[src/rtl/alu_loader_seq.sv]
// Button-loaded ALU: edge-detected loads of A, B and opcode from a shared bus, registered result.
// Optional status flags (zero/carry/overflow) are enabled by defining ALU_LOADER_FLAGS_EN.
module alu_loader_seq #(
    parameter int N_BITS = 8,
    parameter int N_OP   = 6
) (
    input  logic              i_clock,
    input  logic              i_reset_n,
    input  logic [N_BITS-1:0] i_data_bus,
    input  logic              i_bt_1,
    input  logic              i_bt_2,
    input  logic              i_bt_3,
    output logic [N_BITS-1:0] o_leds,
    output logic              o_valid,
    output logic              o_op_err
`ifdef ALU_LOADER_FLAGS_EN
    ,
    output logic              o_zero,
    output logic              o_carry,
    output logic              o_overflow
`endif
);

    typedef enum logic [1:0] {
        EMPTY   = 2'd0,
        PARTIAL = 2'd1,
        READY   = 2'd2
    } state_t;

    localparam logic [N_OP-1:0]   OP_ADD = N_OP'(6'b100000);
    localparam logic [N_OP-1:0]   OP_SUB = N_OP'(6'b100010);
    localparam logic [N_OP-1:0]   OP_AND = N_OP'(6'b100100);
    localparam logic [N_OP-1:0]   OP_OR  = N_OP'(6'b100101);
    localparam logic [N_OP-1:0]   OP_XOR = N_OP'(6'b100110);
    localparam logic [N_OP-1:0]   OP_NOR = N_OP'(6'b100111);
    localparam logic [N_OP-1:0]   OP_SRA = N_OP'(6'b000011);
    localparam logic [N_OP-1:0]   OP_SRL = N_OP'(6'b000010);
    localparam logic [N_BITS-1:0] SHIFT_LIM = N_BITS'(N_BITS);

    logic [N_BITS-1:0] a_r;
    logic [N_BITS-1:0] b_r;
    logic [N_OP-1:0]   op_r;
    logic [2:0]        prev_r;
    logic [2:0]        flag_r;
    logic              pend_r;
    state_t            state_r;

    logic [2:0]        edge_s;
    logic [2:0]        sel_s;
    logic [2:0]        flag_nxt_s;
    logic [N_BITS-1:0] res_s;
    logic              err_s;

    // Rising-edge detect per button, then keep only the highest-priority load (bt_1 > bt_2 > bt_3)
    always_comb begin
        edge_s = {i_bt_3, i_bt_2, i_bt_1} & ~prev_r;
        sel_s  = 3'b000;
        if (edge_s[0]) begin
            sel_s = 3'b001;
        end else if (edge_s[1]) begin
            sel_s = 3'b010;
        end else if (edge_s[2]) begin
            sel_s = 3'b100;
        end else begin
            sel_s = 3'b000;
        end
        flag_nxt_s = flag_r | sel_s;
    end

    // ALU datapath on the loaded operands; unsupported opcodes yield zero with an error
    always_comb begin
        res_s = '0;
        err_s = 1'b0;
        case (op_r)
            OP_ADD: res_s = a_r + b_r;
            OP_SUB: res_s = a_r - b_r;
            OP_AND: res_s = a_r & b_r;
            OP_OR:  res_s = a_r | b_r;
            OP_XOR: res_s = a_r ^ b_r;
            OP_NOR: res_s = ~(a_r | b_r);
            OP_SRA: begin
                if (b_r >= SHIFT_LIM) begin
                    res_s = {N_BITS{a_r[N_BITS-1]}};
                end else begin
                    res_s = N_BITS'($signed(a_r) >>> b_r);
                end
            end
            OP_SRL: begin
                if (b_r >= SHIFT_LIM) begin
                    res_s = '0;
                end else begin
                    res_s = a_r >> b_r;
                end
            end
            default: begin
                res_s = '0;
                err_s = 1'b1;
            end
        endcase
    end

`ifdef ALU_LOADER_FLAGS_EN
    logic [N_BITS:0] sum_s;
    logic [N_BITS-1:0] diff_s;
    logic            carry_s;
    logic            ovf_s;

    // Carry/borrow and signed overflow, meaningful only for ADD and SUB
    always_comb begin
        sum_s   = {1'b0, a_r} + {1'b0, b_r};
        diff_s  = a_r - b_r;
        carry_s = 1'b0;
        ovf_s   = 1'b0;
        case (op_r)
            OP_ADD: begin
                carry_s = sum_s[N_BITS];
                ovf_s   = (a_r[N_BITS-1] == b_r[N_BITS-1]) && (sum_s[N_BITS-1] != a_r[N_BITS-1]);
            end
            OP_SUB: begin
                carry_s = (a_r < b_r);
                ovf_s   = (a_r[N_BITS-1] != b_r[N_BITS-1]) && (diff_s[N_BITS-1] != a_r[N_BITS-1]);
            end
            default: begin
                carry_s = 1'b0;
                ovf_s   = 1'b0;
            end
        endcase
    end
`endif

    // Operand capture, load FSM and registered result; a load drops o_valid until the recompute edge
    always_ff @(posedge i_clock or negedge i_reset_n) begin
        if (!i_reset_n) begin
            a_r      <= '0;
            b_r      <= '0;
            op_r     <= '0;
            prev_r   <= 3'b000;
            flag_r   <= 3'b000;
            pend_r   <= 1'b0;
            state_r  <= EMPTY;
            o_leds   <= '0;
            o_valid  <= 1'b0;
            o_op_err <= 1'b0;
`ifdef ALU_LOADER_FLAGS_EN
            o_zero     <= 1'b0;
            o_carry    <= 1'b0;
            o_overflow <= 1'b0;
`endif
        end else begin
            prev_r <= {i_bt_3, i_bt_2, i_bt_1};
            case (sel_s)
                3'b001:  a_r  <= i_data_bus;
                3'b010:  b_r  <= i_data_bus;
                3'b100:  op_r <= i_data_bus[N_OP-1:0];
                default: ;
            endcase
            case (state_r)
                EMPTY:   if (sel_s != 3'b000) state_r <= PARTIAL;
                PARTIAL: if (&flag_nxt_s) state_r <= READY;
                READY:   state_r <= READY;
                default: state_r <= EMPTY;
            endcase
            if (sel_s != 3'b000) begin
                flag_r  <= flag_nxt_s;
                pend_r  <= 1'b1;
                o_valid <= 1'b0;
            end else if (pend_r && (state_r == READY)) begin
                pend_r   <= 1'b0;
                o_leds   <= res_s;
                o_op_err <= err_s;
                o_valid  <= 1'b1;
`ifdef ALU_LOADER_FLAGS_EN
                o_zero     <= (res_s == '0) && !err_s;
                o_carry    <= carry_s && !err_s;
                o_overflow <= ovf_s && !err_s;
`endif
            end else begin
                pend_r <= 1'b0;
            end
        end
    end

endmodule

[config.mk]
export PLATFORM = sky130hd
export DESIGN_NAME = alu_loader_seq
export DESIGN_NICKNAME = d
export VERILOG_FILES = /design/src/rtl/alu_loader_seq.sv
export SDC_FILE = /design/constraint.sdc
export NUM_CORES = 1
export LEC_CHECK = 0
export ABC_AREA = 1
export CAP_MARGIN = 20
export CORE_AREA = 5 5 80 82
export DETAILED_ROUTE_END_ITERATION = 8
export DIE_AREA = 0 0 85 87
export GPL_TIMING_DRIVEN = 0
export PLACE_DENSITY = 0.79
export SLEW_MARGIN = 10
export SYNTH_ARGS = -nofsm -noshare
export SYNTH_HDL_FRONTEND = slang
export SYNTH_SLANG_ARGS = --single-unit
[constraint.sdc]
create_clock -name i_clock -period 2.7 [get_ports i_clock]
set_input_delay 0.675 -clock i_clock [delete_from_list [all_inputs] [get_ports i_clock]]
set_output_delay 0.675 -clock i_clock [all_outputs]
set_load 0.02 [all_outputs]
==> impl_metrics.toml <==
[clock_network]
cts_tree = "done"
clock_sinks = 41
cts-root-buf = "clkbuf_8"
cts_buffers = 5
clock_latency_ns = 0.29
clk_path_buf_depth = 2
clk_pin_slew_ns = 0.07
h-tree-depth = 2
postCtsHoldBufs = 0

[flow_run]
max-cap-violations = 0

[detailed_routing]
vias = 3185
drt-vias-per-instance = 5.43
drt_iter0_drc = 266
postRouteAntennaNets = 0
drtPass1Iterations = 5
wl_per_cell_um = 13.9
wirelength_mm = 8.13
drc_errors = 0

[finish]
layout-drive-gt1-share_pct = 8.40
final_common_cell = "nand2_1"
area_growth_pct = 14.4
num_antenna_cells = 0
final_util_pct = 65.4
final_cell_mix = "nand2_1 (161), inv_1 (59), nand3_1 (47)"
final_nets = 553

[timing]
timing.final.crit_share_pct = 95.7
rsz0062_at_grt = "yes"
post-route-min-period_ns = 2.58
finalSetupViolCount = 0
max_slew.worst_pin.slew_ns = 0.530
skew_ns = 0.00397
max_freq_mhz = 387
finalHoldViolCount = 0
final_max_slew_viol_count = 0
slew_headroom_pct = 64.7
holdWs_ns = 0.237

[synth]
synth_area_um2 = 3240
ys_ff_latch = 41
syn-instance-count = 480
ys_types = 28
ys_seq_area_share_pct = 31.6
synth_top_area_share_pct = 31.6
synthTopCellsByArea = "dfrtp_1 (32%), nand2_1 (19%), ha_1 (11%), nand3_1 (7.3%), inv_1 (6.9%)"
yosys_warnings = 0
syn-num-nets = 522
syn_area_per_cell_um2 = 6.76
yosys.area.top_type = "dfrtp_1"

[floorplan]
dieArea_um2 = 7400
ios = 23
initial_core_util_pct = 57.2
dieHeight_um = 87
rows = 28
core_um2 = 5680
die_x_um = 85

[power_and_ir_drop]
power.density_nw_per_um2 = 651
power.leakage_nw = 1.99
ir_worst_vdd_uv = 504

[worst_setup_path]
crit_arrival_ns = 2.76
cp_max_fo = 10
cp-start-kind = "register"
worstPathRequired_ns = 2.88
end_kind = "register"
critical_path_class = "register to register"

[worst_hold_path]
min_path_type = "primary input to async pin"

[global_route]
grt_pass1_vias = 2999
grt_overflow = 0
antenna_found_initial = 0
grt_max_degree = 34
grt_pass1_wl_mm = 13.6
grt_usage_pct = 23.0

[place]
numPortBuffers = 22
dp_hpwl_mm = 6.37
gp_congestion = 0.944

[status]
status = "finished clean"
-- kinds of logic after synthesis --
| logic type | Yosys count | share of synthesized area (%) |
|---|---|---|
| and+or+nand+nor | 268 | 36.6 |
| buffers and inverters | 73 | 8.60 |
| AOI/OAI and AO/OA | 62 | 9.91 |
| DFF | 41 | 31.6 |
| adders and majority gates | 29 | 11.4 |
| xor gates and xnor gates | 7 | 1.89 |
-- worst max-delay path, stage by stage (launching register included) --
cell and delay, ns:
dfrtp_2 0.48, inv_4 0.13, ha_2 0.28, nand2_1 0.06
o21ai_0 0.15, fa_1 0.47, inv_1 0.09, nand3_1 0.06
nand2_1 0.09, a21oi_1 0.06, o21ai_0 0.12, nand3b_1 0.16
nor2_1 0.16, nand2_1 0.07, nand2_1 0.06, nand2_1 0.06
-- synthesized netlist by cell type (all sizes together) --
library cell	instances
nor2	39
inv	62
o211ai	3
dfrtp	41
clkinv	2
ha	28
clkbuf	5
o2111ai	1
nand4	7
xnor2	1
or2	5
xor2	6
nand2	164
fa	1
nand3b	3
buf	4
nor3	2
nand3	48
o21ai	38
a21oi	20
-- power breakdown --
part	internal (W)	leakage (nW)	switching, W
clock network	0.000184	0.0395	0.000196
logic	0.000455	1.45	0.000710
registers	0.000737	0.500	0.000134
-- per-stage QoR --
| stage | power [W] | setup slack (ns) | cells | cell area (um2) | TNS (ns) |
|---|---|---|---|---|---|
| after floorplan | 0.00163 | 0.323 | 480 | 3240 | 0 |
| after global placement | 0.00195 | -0.127 | 577 | 3560 | -0.395 |
| after detailed placement | 0.00199 | -0.165 | 578 | 3570 | -0.682 |
| after CTS | 0.00238 | 0.0255 | 586 | 3660 | 0 |
| after global routing | 0.00262 | -0.0510 | 587 | 3710 | -0.0753 |
| final | 0.00242 | 0.117 | 587 | 3710 | 0 |
-- timing repair --
item,CTS,global route
pin swaps,0,1
setup buffers,0,1
endpoints found under the setup margin,6,6
gates resized for setup,4,12
-- flip-flops by register name, indices dropped and copies added, names as in the netlist --
name      flops
a_r           8
flag_r        3
b_r           8
prev_r        3
pend_r        1
state_r       2
op_r          6
o_op_err      1
o_leds        8
o_valid       1
-- metal layers --
layer | track usage [%] | up-vias | part of all wire [%]
met5 | 0 | - | 0
met2 | 36.4 | 130 | 45
met3 | 3.60 | 32 | 6.1
met4 | 12.9 | 0 | 5.0
met1 | 30.0 | 1421 | 44
li1 | - | 1602 | -
-- layout make-up --
type | count | area [um2]
fillers | 530 | 1960
repair buffers | 24 | 243
flip-flops and latches | 41 | 1030
plain buffers | 9 | 38.8
inverters | 64 | 245
multi-input cells | 366 | 1980
well taps | 75 | 93.8
clock buffers | 8 | 80.1
-- path summary, 6_finish.rpt --
path	startpoint	endpoint	slack [ns]	depth (start not counted)
max in group asynchronous	i_reset_n	b_r[1]	2.01	2
min	i_reset_n	a_r[6]	0.24	1
min reg2reg	flag_r[0]	flag_r[0]	0.47	2
max reg2reg	b_r[1]	o_leds[4]	0.12	15
min in group i_clock	flag_r[0]	flag_r[0]	0.47	2
max	b_r[1]	o_leds[4]	0.12	15
No activity file was read; power rests on OpenSTA's default activity.
